===== src/rtl/regfile_sequencer.sv =====
// regfile_sequencer: one-command-at-a-time initiator for a 2-entry 8-bit
// register file. It writes the operands to A and B, reads them back,
// computes ADD/SUB/AND/XOR on the readback values, writes the result to A,
// and presents the result with a readback-integrity flag.
// Ports:
//   sysclk, reset          clock, async active-high reset
//   cmd_valid/ready        command handshake; cmd_op, cmd_a, cmd_b
//   res_valid/ready        result handshake; res_data, res_carry, res_err
//   rf_w, rf_rw, rf_wsel   register file write data / enable / target
//   rf_rsel                register file read selects
//   rf_read0, rf_read1     registered read ports of the register file
module regfile_sequencer (
  input  logic       sysclk,
  input  logic       reset,
  input  logic       cmd_valid,
  output logic       cmd_ready,
  input  logic [1:0] cmd_op,
  input  logic [7:0] cmd_a,
  input  logic [7:0] cmd_b,
  output logic       res_valid,
  input  logic       res_ready,
  output logic [7:0] res_data,
  output logic       res_carry,
  output logic       res_err,
  output logic [7:0] rf_w,
  output logic       rf_rw,
  output logic       rf_wsel,
  output logic [1:0] rf_rsel,
  input  logic [7:0] rf_read0,
  input  logic [7:0] rf_read1
);

  typedef enum logic [2:0] {
    IDLE = 3'd0,
    WR_A = 3'd1,
    WR_B = 3'd2,
    RD   = 3'd3,
    CAP  = 3'd4,
    WB   = 3'd5,
    DONE = 3'd6
  } state_t;

  localparam logic [1:0] OP_ADD = 2'b00;
  localparam logic [1:0] OP_SUB = 2'b01;
  localparam logic [1:0] OP_AND = 2'b10;
  localparam logic [1:0] OP_XOR = 2'b11;

  state_t     state_q;
  logic [1:0] op_q;
  logic [7:0] a_q;
  logic [7:0] b_q;
  logic [7:0] data_q;
  logic       carry_q;
  logic       err_q;

  logic [7:0] alu_data_d;
  logic       alu_carry_d;
  logic [8:0] sum;
  logic [8:0] diff;

  // The result is computed from what the register file returned,
  // not from the latched operands; bit 8 of diff is the borrow.
  assign sum  = {1'b0, rf_read0} + {1'b0, rf_read1};
  assign diff = {1'b0, rf_read0} - {1'b0, rf_read1};

  always_comb begin
    alu_data_d  = 8'h00;
    alu_carry_d = 1'b0;
    unique case (op_q)
      OP_ADD: begin
        alu_data_d  = sum[7:0];
        alu_carry_d = sum[8];
      end
      OP_SUB: begin
        alu_data_d  = diff[7:0];
        alu_carry_d = diff[8];
      end
      OP_AND: alu_data_d = rf_read0 & rf_read1;
      OP_XOR: alu_data_d = rf_read0 ^ rf_read1;
      default: begin
        alu_data_d  = 8'h00;
        alu_carry_d = 1'b0;
      end
    endcase
  end

  always_ff @(posedge sysclk or posedge reset) begin
    if (reset) begin
      state_q <= IDLE;
      op_q    <= 2'b00;
      a_q     <= 8'h00;
      b_q     <= 8'h00;
      data_q  <= 8'h00;
      carry_q <= 1'b0;
      err_q   <= 1'b0;
    end else begin
      unique case (state_q)
        IDLE: begin
          if (cmd_valid) begin
            op_q    <= cmd_op;
            a_q     <= cmd_a;
            b_q     <= cmd_b;
            state_q <= WR_A;
          end
        end
        WR_A: state_q <= WR_B;
        WR_B: state_q <= RD;
        RD:   state_q <= CAP;
        CAP: begin
          data_q  <= alu_data_d;
          carry_q <= alu_carry_d;
          err_q   <= (rf_read0 != a_q) | (rf_read1 != b_q);
          state_q <= WB;
        end
        WB:   state_q <= DONE;
        DONE: begin
          if (res_ready) state_q <= IDLE;
        end
        default: state_q <= IDLE;
      endcase
    end
  end

  // Register file bus is decoded from the state register alone.
  always_comb begin
    rf_rw   = 1'b0;
    rf_wsel = 1'b0;
    rf_rsel = 2'b01;
    rf_w    = 8'h00;
    unique case (state_q)
      WR_A: begin
        rf_rw = 1'b1;
        rf_w  = a_q;
      end
      WR_B: begin
        rf_rw   = 1'b1;
        rf_wsel = 1'b1;
        rf_w    = b_q;
      end
      WB: begin
        rf_rw = 1'b1;
        rf_w  = data_q;
      end
      default: begin
        rf_rw   = 1'b0;
        rf_wsel = 1'b0;
        rf_rsel = 2'b01;
        rf_w    = 8'h00;
      end
    endcase
  end

  assign cmd_ready = (state_q == IDLE) && !reset;
  assign res_valid = (state_q == DONE);
  assign res_data  = data_q;
  assign res_carry = carry_q;
  assign res_err   = err_q;

endmodule

===== config.mk =====
export PLATFORM = sky130hd
export DESIGN_NAME = regfile_sequencer
export DESIGN_NICKNAME = d
export VERILOG_FILES = /design/src/rtl/regfile_sequencer.sv
export SDC_FILE = /design/constraint.sdc
export NUM_CORES = 1
export LEC_CHECK = 0
export CAP_MARGIN = 5
export CORE_ASPECT_RATIO = 0.75
export CORE_MARGIN = 8
export CORE_UTILIZATION = 45
export CTS_CLUSTER_DIAMETER = 40
export DETAILED_ROUTE_END_ITERATION = 8
export PLACE_DENSITY_LB_ADDON = 0.1
export SLEW_MARGIN = 10
export SYNTH_ARGS = -nofsm -noshare
export SYNTH_HDL_FRONTEND = slang
export SYNTH_SLANG_ARGS = --single-unit
export TNS_END_PERCENT = 20

===== constraint.sdc =====
create_clock -name sysclk -period 1.6 [get_ports sysclk]
set_input_delay 0.16 -clock sysclk [delete_from_list [all_inputs] [get_ports sysclk]]
set_output_delay 0.16 -clock sysclk [all_outputs]
set_load 0.05 [all_outputs]

==> impl_metrics.yaml <==
yosys:
  ys_async_sr_fraction: 1.000
  ys_ff_latch: 31
  yosysWarnings: 0
  yosysMostFrequentCell: "dfrtp_1"
  synth_top_area_frac: 0.3078
  syn-num-nets: 334
  postSynthAreaPerCell_sq_um: 9.064
  synth_area_leader_cell: "dfrtp_1"
  synth_area_sq_mm: 0.002520
  ys.flop_type: "dfrtp_1"
  synth_edf_count: 0
  synth.distinct_cells: 57
  synth.yosys.seq_area_share: 0.3078
  yosys-top-cells-area: "dfrtp_1 (31%), mux2_2 (8.5%), ha_1 (7.9%)"
  synthCells: 278
  ys_top_cells_by_count: "dfrtp_1 (31), inv_1 (22), o21ai_0 (22), nand2_1 (21), nor2_1 (21)"
die:
  rows: 23
  die_x_um: 102.4
  die_y_um: 80.81
  start_util: 0.4683
  dieArea_sq_mm: 0.008275
  io_pins: 62
  core_sq_mm: 0.005381
clocking:
  cts.sink_count: 31
  clock_path_buffers: 2
  insertion_delay_ns: 0.30
  h-tree-depth: 2
  root_buffer: "clkbuf_8"
  cts_tree: "yes"
  clkTransAtPathRegs_ns: 0.08
  cts_inserted_buffers: 5
power_and_ir_drop:
  power_density_mw_per_mm2: 1840
  max-vdd-ir-drop_mv: 1.494
  power_leakage_uw: 0.001790
setup_path:
  worstPathRequired_ns: 1.79
  crit_buf_inv: 3
  path_depth: 8
  cp_slowest_cell: "o32a_1"
  end_kind: "flip-flop"
  path_delay_family: "compound AO/OA/AOI/OAI gates"
  r2r_cells: 5
  cp.arrival_ns: 1.85
  crit_path_start_kind: "input pin"
  crit_fanout: 3
  path_cells: "dlygate4sd2_1, buf_4, ha_4, o21bai_1, a21o_1, buf_4, o2111a_1, o32a_1"
  worstSetupPathType: "in2reg"
  path_common_cell: "buf_4"
  cpPeakStageDelay_ns: 0.34
sta:
  slew_viol_final: 0
  holdWs_ns: 0.3632
  period_needed_ns: 1.664
  max_freq_ghz: 0.6011
  final.setup_skew_ns: 0.01294
  setup_viol: 12
  rsz0062_at_grt: "yes"
  fin_crit_sh: 1.040
  fin_ws_ns: -0.06360
  hold_viol: 0
  fin_tns_setup_ns: -0.4254
hold_path:
  min_path_type: "in2async"
layout:
  final_util: 0.7621
  drive_gt1_frac: 0.4475
  antenna_cells: 0
  layout.nets: 455
  area_growth_pct: 62.76
  final_area_sq_mm: 0.004101
placed_design:
  dp_hpwl_um: 6418
  placed_area_sq_mm: 0.003799
  place.gp.congestion: 0.8742
  dp_slack_ns: -0.7531
  portBuffers: 59
drt:
  vias: 2522
  ant_nets: 0
  routed_via_density: 5.309
  drtPass1Iterations: 4
  drc: 0
  dr.max_layer_used: "met4"
  wl_um: 8230
  wl_met1_um: 3663
  wire_per_inst_um: 17.33
  drtIter0Drc: 101
  met2WireLength_um: 3934
  dr_wl_met3_um: 609
global_route:
  overflow: 0
  grt_pass1_vias: 2755
  track_usage: 0.2116
  grt_max_degree: 32
  antenna_found_initial: 0
  grt_pass1_wl_um: 13660
job:
  cap_violations: 0
outcome:
  status: "finished, violations left"
  violations: "setup timing"
-- cells by family (layout without fill, tap and decap cells) --
kind of cell | count (synthesis) | in the layout | share of synthesized area
fa+ha+maj | 18 | 18 | 0.09533
mux | 30 | 30 | 0.1336
simple gates | 72 | 72 | 0.1475
other cells | 2 | 2 | 0.002980
buf+inv | 38 | 160 | 0.06802
xor+xnor | 16 | 16 | 0.05561
compound gates | 71 | 71 | 0.1892
flops | 31 | 31 | 0.3078
-- worst reg2reg max path, delay by kind of cell, from the launching register on --
| family | cells | cell delay (ns) |
|---|---|---|
| AND/OR/NAND/NOR | 3 | 0.71 |
| flip-flops | 1 | 0.48 |
| AO/OA/AOI/OAI | 1 | 0.21 |
| buffers and inverters | 1 | 0.14 |
-- metal layers --
layer  vias to the layer above  global-route usage
li1                       1226                   -
met1                      1205              0.2666
met2                        87              0.3612
met3                         4             0.05465
met4                         0             0.03796
met5                         -                   0
-- final timing paths --
| kind | startpoint | endpoint | slack [ns] |
|---|---|---|---|
| min in group sysclk | rf_read1[0] | res_data[0] | 0.37 |
| worst max-delay path | rf_read1[2] | res_data[4] | -0.06 |
| worst min register to register | res_err | res_err | 0.54 |
| worst min-delay path | reset | res_data[1] | 0.36 |
| worst max register to register | op_q[0] | res_data[7] | -0.02 |
| max in group asynchronous | reset | op_q[0] | 0.90 |
-- flip-flops by register name (all words and copies together), names as in the netlist --
register / flops
res_carry: 1
op_q: 2
res_err: 1
b_q: 8
res_data: 8
state_q: 3
a_q: 8
-- placed cells by master, fill, tap and decap left out, types with 3 or more instances in the layout --
cell / netlist / routed
o21ai_0: 22 / 12
dlygate4sd2_1: 0 / 7
clkdlybuf4s50_1: 0 / 21
buf_6: 1 / 4
mux2_2: 19 / 19
a21oi_1: 14 / 13
nand4_1: 4 / 4
buf_12: 0 / 13
mux2i_1: 10 / 8
buf_4: 3 / 77
nand2_1: 21 / 18
dfrtp_1: 31 / 27
o211ai_1: 3 / 3
nor2_1: 21 / 17
dfrtp_2: 0 / 4
nor2_2: 0 / 3
xnor2_1: 16 / 16
nand2b_1: 3 / 3
inv_2: 0 / 8
inv_1: 22 / 14
clkdlybuf4s15_1: 0 / 3
o21a_1: 4 / 4
a21o_1: 4 / 4
o21ai_2: 0 / 6
ha_1: 16 / 7
nor3_1: 4 / 4
nand2_2: 0 / 3
clkbuf_8: 0 / 7
ha_4: 0 / 8
-- metrics by stage --
step / power, uW / cells
floorplan: 4557 / 278
global placement: 6537 / 463
detailed placement: 6608 / 463
CTS: 7464 / 475
global route: 7958 / 475
finish: 7547 / 475
-- final cells by class --
| type | instances | area [sq um] |
|---|---|---|
| clock inverters | 1 | 7.507 |
| fillers | 402 | 1280 |
| well taps | 75 | 93.84 |
| clock buffers | 7 | 96.34 |
| inverters | 22 | 82.58 |
| multi-input cells | 209 | 1803 |
| flip-flops and latches | 31 | 780.7 |
| repair buffers | 130 | 1237 |
-- power breakdown --
part	leakage (uW)	switching, uW	internal [uW]
registers	0.000362	477	1190
clock network	0.0000505	338	392
logic	0.00138	2730	2420
total	0.00179	3540	4010
-- timing repair --
| action | in CTS | in global routing |
|---|---|---|
| setup endpoints to repair | 19 | 31 |
| pin swaps | 10 | 4 |
| setup buffers | 4 | 0 |
| gates resized for setup | 60 | 26 |
| hold buffers | 0 | 0 |
| endpoints found under the hold margin | 0 | 0 |
No activity file was read; power rests on OpenSTA's default activity.
